<file path="config.mk">
export PLATFORM = sky130hd
export DESIGN_NAME = display_page_scheduler
export DESIGN_NICKNAME = d
export VERILOG_FILES = /design/src/rtl/display_page_scheduler.sv
export SDC_FILE = /design/constraint.sdc
export NUM_CORES = 1
export LEC_CHECK = 0
export CORE_ASPECT_RATIO = 0.7
export CORE_MARGIN = 2
export CORE_UTILIZATION = 37
export CTS_BUF_LIST = sky130_fd_sc_hd__clkbuf_8
export DETAILED_ROUTE_END_ITERATION = 7
export PLACE_DENSITY = 0.62
export SETUP_SLACK_MARGIN = 0.05
export SLEW_MARGIN = 15
export SYNTH_ARGS = -nofsm -noshare
export SYNTH_HDL_FRONTEND = slang
export SYNTH_SLANG_ARGS = --single-unit
</file>
<file path="constraint.sdc">
create_clock -name clk -period 3.79 [get_ports clk]
set_clock_uncertainty 0.1 [all_clocks]
set_input_delay 0.9475 -clock clk [delete_from_list [all_inputs] [get_ports clk]]
set_output_delay 0.9475 -clock clk [all_outputs]
set_load 0.01 [all_outputs]
</file>
<file path="src/rtl/display_page_scheduler.sv">
// Rotates four requester pages onto the 4-digit display: saturates each page value, converts
// it to BCD by double-dabble, applies blanking and DP placement, and generates the mux refresh tick.
//
// state   | meaning
// IDLE    | no page enabled, display blank
// SELECT  | latch page value/DP, saturate
// CONVERT | 14 shift-add-3 iterations
// LOAD    | publish digits, dp_n, ovf, page_idx
// DWELL   | show page, count ticks, re-sample or rotate
module display_page_scheduler #(
    parameter int TICK_DIV   = 100000,
    parameter int PAGE_TICKS = 2000
) (
    input  logic        clk,
    input  logic        reset,
    input  logic [3:0]  page_en,
    input  logic [15:0] page_val0,
    input  logic [15:0] page_val1,
    input  logic [15:0] page_val2,
    input  logic [15:0] page_val3,
    input  logic [7:0]  page_dp,
    output logic [6:0]  dig0,
    output logic [6:0]  dig1,
    output logic [6:0]  dig2,
    output logic [6:0]  dig3,
    output logic [3:0]  dp_n,
    output logic        mux_tick,
    output logic [1:0]  page_idx,
    output logic        ovf,
    output logic        busy
);
    localparam int TW = $clog2(TICK_DIV);
    localparam int DW = $clog2(PAGE_TICKS + 1);
    localparam logic [6:0] BLANK = 7'b1111111;

    typedef enum logic [2:0] {IDLE, SELECT, CONVERT, LOAD, DWELL} state_t;

    state_t        state, state_nxt;
    logic [1:0]    sel, sel_nxt;
    logic          dwell_clr, go_blank;
    logic [TW-1:0] tick_cnt;
    logic [DW-1:0] dwell_cnt;
    logic [13:0]   bin;
    logic [15:0]   bcd, bcd_adj;
    logic [3:0]    conv_cnt;
    logic [1:0]    dp_sel;
    logic          ovf_pend;
    logic [15:0]   sel_val;
    logic          z3, z2, z1;

    // First enabled page strictly after cur, wrapping; cur itself is the last candidate.
    function automatic logic [1:0] next_page(input logic [3:0] en, input logic [1:0] cur);
        logic [1:0] cand;
        next_page = cur;
        for (int i = 4; i >= 1; i--) begin
            cand = cur + 2'(i);
            if (en[cand]) next_page = cand;
        end
    endfunction

    function automatic logic [6:0] seg(input logic [3:0] d);
        case (d)
            4'd0:    seg = 7'b0000001;
            4'd1:    seg = 7'b1001111;
            4'd2:    seg = 7'b0010010;
            4'd3:    seg = 7'b0000110;
            4'd4:    seg = 7'b1001100;
            4'd5:    seg = 7'b0100100;
            4'd6:    seg = 7'b0100000;
            4'd7:    seg = 7'b0001111;
            4'd8:    seg = 7'b0000000;
            4'd9:    seg = 7'b0000100;
            default: seg = BLANK;
        endcase
    endfunction

    assign mux_tick = (tick_cnt == TW'(TICK_DIV - 1));
    assign busy     = (state == SELECT) || (state == CONVERT) || (state == LOAD);

    always_ff @(posedge clk or posedge reset) begin
        if (reset) begin
            state <= IDLE;
            sel   <= 2'd0;
        end else begin
            state <= state_nxt;
            sel   <= sel_nxt;
        end
    end

    always_comb begin
        state_nxt = state;
        sel_nxt   = sel;
        dwell_clr = 1'b0;
        go_blank  = 1'b0;
        case (state)
            IDLE: begin
                if (page_en != 4'd0) begin
                    state_nxt = SELECT;
                    sel_nxt   = next_page(page_en, 2'd3);
                end
            end
            SELECT:  state_nxt = CONVERT;
            CONVERT: if (conv_cnt == 4'd13) state_nxt = LOAD;
            LOAD:    state_nxt = DWELL;
            DWELL: begin
                if (mux_tick) begin
                    state_nxt = SELECT;
                    if (page_en == 4'd0) begin
                        state_nxt = IDLE;
                        go_blank  = 1'b1;
                        dwell_clr = 1'b1;
                    end else if (!page_en[sel] || dwell_cnt >= DW'(PAGE_TICKS - 1)) begin
                        sel_nxt   = next_page(page_en, sel);
                        dwell_clr = 1'b1;
                    end
                end
            end
            default: state_nxt = IDLE;
        endcase
    end

    always_comb begin
        case (sel)
            2'd0:    sel_val = page_val0;
            2'd1:    sel_val = page_val1;
            2'd2:    sel_val = page_val2;
            default: sel_val = page_val3;
        endcase
    end

    always_comb begin
        for (int n = 0; n < 4; n++) begin
            bcd_adj[4*n +: 4] = (bcd[4*n +: 4] >= 4'd5) ? bcd[4*n +: 4] + 4'd3 : bcd[4*n +: 4];
        end
    end

    // A digit blanks only while it and everything left of it is zero and it sits left of the DP.
    always_comb begin
        z3 = (bcd[15:12] == 4'd0) && (dp_sel < 2'd3);
        z2 = z3 && (bcd[11:8] == 4'd0) && (dp_sel < 2'd2);
        z1 = z2 && (bcd[7:4] == 4'd0) && (dp_sel < 2'd1);
    end

    always_ff @(posedge clk or posedge reset) begin
        if (reset) begin
            tick_cnt  <= '0;
            dwell_cnt <= '0;
            bin       <= '0;
            bcd       <= '0;
            conv_cnt  <= '0;
            dp_sel    <= '0;
            ovf_pend  <= 1'b0;
            dig0      <= BLANK;
            dig1      <= BLANK;
            dig2      <= BLANK;
            dig3      <= BLANK;
            dp_n      <= 4'b1111;
            page_idx  <= 2'd0;
            ovf       <= 1'b0;
        end else begin
            tick_cnt <= mux_tick ? '0 : tick_cnt + TW'(1);
            if (dwell_clr)
                dwell_cnt <= '0;
            else if (mux_tick && state != IDLE && dwell_cnt < DW'(PAGE_TICKS))
                dwell_cnt <= dwell_cnt + DW'(1);

            if (state == SELECT) begin
                ovf_pend <= (sel_val > 16'd9999);
                bin      <= (sel_val > 16'd9999) ? 14'd9999 : sel_val[13:0];
                bcd      <= '0;
                conv_cnt <= '0;
                dp_sel   <= page_dp[{sel, 1'b0} +: 2];
            end
            if (state == CONVERT) begin
                {bcd, bin} <= {bcd_adj, bin} << 1;
                conv_cnt   <= conv_cnt + 4'd1;
            end
            if (state == LOAD) begin
                dig3     <= z3 ? BLANK : seg(bcd[15:12]);
                dig2     <= z2 ? BLANK : seg(bcd[11:8]);
                dig1     <= z1 ? BLANK : seg(bcd[7:4]);
                dig0     <= seg(bcd[3:0]);
                dp_n     <= (dp_sel == 2'd0) ? 4'b1111 : ~(4'b0001 << dp_sel);
                ovf      <= ovf_pend;
                page_idx <= sel;
            end
            if (go_blank) begin
                dig0 <= BLANK;
                dig1 <= BLANK;
                dig2 <= BLANK;
                dig3 <= BLANK;
                dp_n <= 4'b1111;
                ovf  <= 1'b0;
            end
        end
    end
endmodule

</file>
==> metrics.cfg <==
[synth]
synth_warnings = 0
ys_ff_latch = 104
synth_cells = 675
synth-compound-area-share = 0.219
yosysSeqAreaShare = 0.430
yosys_most_used_dff = dfrtp_1
syn-cell-area_um2 = 6140
synthSimpleGateAreaFrac = 0.182
avgSynthCellArea_um2 = 9.09
synth_area_leader_cell = dfrtp_1
synth_xor_area_frac = 0.0328
synth_top_area_frac = 0.298
synth-edff-count = 0
synth.area.mux_share = 0.0316
yosys-top-cells-area = dfrtp_1, dfstp_2, ha_1
synthAdderAreaFrac = 0.0571
synth.net_count = 781
yosys.cell_types.count = 59
synth_top_family_by_area = compound AO/OA/AOI/OAI gates
synth_async_sr_flop_share = 1.00

[power]
switching_share = 0.410
pwr-share-seq = 0.351
ir_drop_mv = 0.270
cellLeakagePower_nw = 3.17
power.density_nw_per_um2 = 711
clkPwrFrac = 0.144
p_switching_mw = 2.25
pwr-share-comb = 0.505
intPower_mw = 3.23

[grt]
grt_pass1_wl_um = 26400
antenna_found_initial = 0
grt_overflow = 0
grt_usage = 0.186
grt_pass1_vias = 5305
grt_max_degree = 69

[cts]
cts_sinks = 104
cts.clk_slew.worst_paths_ns = 0.10
clockBufferDepth = 2
cts_root_buf = clkbuf_8
htreeDepth = 3
post_cts_buffers = 0
clk_latency_ns = 0.39
cts_tree = yes
cts_hold_repair.buffers = 0
cts_resized = 0
cts_inserted_buffers = 9

[status]
run_status = finished, final reports clean

[detailed_routing]
wl_per_cell_um = 16.0
drc_errors = 0
drtIter0Drc = 307
via_count = 5500
vias_per_cell = 5.52
drt-total-wl_um = 15900
ant_nets = 0
firstDrtPassIters = 5

[worst_setup_path]
cp_slowest_cell = clkdlybuf4s50_1
rr_startpoint = sel[0]
path_buf_inv = 2
worstPathCellList = ha_1 > and4_2 > nand4b_4 > clkinv_1 > clkdlybuf4s50_1
cp.arrival_ns = 2.18
max_stage_delay_ns = 0.53
endpoint_kind = primary output
path_class = flop to primary output
worstPathRequired_ns = 2.74
r2r_cells = 6
timing.rr.end = bin[6]
path_max_fanout = 8
ff2ff_setup_slack_ns = 0.68
path_delay_family = buffers and inverters
start_kind = flop

[sta]
maxSlewHeadroom = 0.539
setup_viol = 0
final_hold_viol_count = 0
worst-slew-pin-transition_ns = 0.686
tns_ns = 0
fin_ws_ns = 0.558
rsz0062_at_grt = false
timing.final.crit_share = 0.853
fin_crit_ns = 3.23
fmax_mhz = 309
slew_violations = 0

[run]
cap_violations = 0

[die]
die_area_um2 = 17700
rows = 39
die_w_um = 158
fp.coreArea_um2 = 16300
ios = 115
start_util = 0.377
die-height_um = 112

[place]
io_buffers = 113
place_congestion = 0.844
pre_cts_ws_ns = 0.703
dpl.hpwl_um = 11900
dp_cells = 981

[finish]
diodes = 0
fin_nets = 873
fin_cells = 997
drive_gt1_frac = 0.0997
area_growth_pct = 25.6

[worst_hold_path]
holdCritStartpoint = dp_n[3]
holdCritPathClass = flop to flop
holdPathEnd = dp_n[3]
min_path_cells = 2

-- how the worst max path moves through the flow --
stage	from	to	slack (ns)	depth (start not counted)
after CTS	tick_cnt[0]	mux_tick	0.51	5
after detailed placement	sel[0]	bin[6]	0.70	6
after floorplan	reset	bcd[0]	0.06	1
final	tick_cnt[0]	mux_tick	0.56	5
after global placement	page_val0[8]	bin[12]	0.75	6
after global routing	sel[0]	bin[0]	0.35	6
-- cells in the final DEF, fill, tap and decap left out, types with 4 or more instances in the layout --
cell type,netlist,routed
ha_1,28,28
a222oi_1,10,10
o211ai_1,11,11
mux4_2,5,5
mux2i_1,7,7
dfstp_2,31,31
nand3_1,19,19
buf_4,1,8
nor2_1,55,55
a22oi_1,4,4
a22o_1,12,12
nand4_1,5,5
a21oi_1,49,49
nand2_1,79,79
o2bb2ai_1,6,6
nor4_1,4,4
o21ai_0,50,50
clkdlybuf4s50_1,0,113
inv_1,32,31
a221o_1,5,5
nor3b_1,9,7
xnor2_1,17,17
o22ai_1,29,29
and3_1,9,9
dfrtp_1,73,73
or3_1,9,9
a31o_2,4,4
nand2b_1,9,9
clkbuf_8,0,10
xor2_1,6,6
a31oi_1,9,9
nor3_1,7,7
-- cell type report --
cell class                      count  area [µm²]
Fill cell                        1542        8590
Clock buffer                       10         138
Clock inverter                      6        92.6
Tap cell                          225         282
Inverter                           33         126
Multi-Input combinational cell    497        3220
Sequential cell                   104        2640
Timing Repair Buffer              122        1210
-- stage by stage --
step            util  cell area, µm²  hold WS (ns)  total power, mW
4_1_cts        0.473            7710         0.403             5.51
2_1_floorplan      -            6140         0.349             3.74
3_3_place_gp   0.459            7480         0.370             4.62
5_1_grt        0.473            7710         0.424             5.90
3_5_place_dp   0.459            7480         0.388             4.70
6_report       0.473            7710         0.398             5.49
-- cells in the mapped netlist (12+ instances only) --
library cell  count
clkbuf_1         36
nand2_1          79
nand3_1          19
xnor2_1          17
a21oi_1          49
dfrtp_1          73
inv_1            32
dfstp_2          31
nor2_1           55
a22o_1           12
o22ai_1          29
ha_1             28
o21ai_0          50
-- power groups by stage --
stage | clock network [mW] | logic [mW] | registers [mW]
6_report | 0.791 | 2.77 | 1.93
5_1_grt | 0.858 | 3.06 | 1.98
4_1_cts | 0.814 | 2.77 | 1.93
3_5_place_dp | 0 | 2.75 | 1.95
3_3_place_gp | 0 | 2.69 | 1.93
2_1_floorplan | 0 | 1.90 | 1.84
-- routing by layer --
layer	up-vias	track usage	routed length, µm
met5	-	0	0
met4	0	0.0486	205
met3	18	0.0432	882
met2	156	0.290	7270
met1	2688	0.262	7560
li1	2638	-	-
-- cell families (layout without fill, tap and decap cells) --
family,Yosys count,count (layout)
adders and majority gates,28,28
other,1,1
buffers and inverters,74,171
muxes,13,13
DFF,104,104
AOI/OAI and AO/OA,208,208
and+or+nand+nor,224,224
xor gates and xnor gates,23,23
-- worst min-delay path, stage by stage, from the launching register on --
cell and delay (ns):
dfstp_2 0.38, nand2_1 0.05, nand3_1 0.07
-- sequential cells by signal, indices dropped and copies added, names as in the netlist --
register	flops
tick_cnt	17
bcd	16
bin	14
dwell_cnt	11
dig0	7
dig1	7
dig2	7
dig3	7
conv_cnt	4
dp_n	3
state	3
dp_sel	2
page_idx	2
sel	2
ovf	1
ovf_pend	1
No activity file was read; power rests on OpenSTA's default activity.
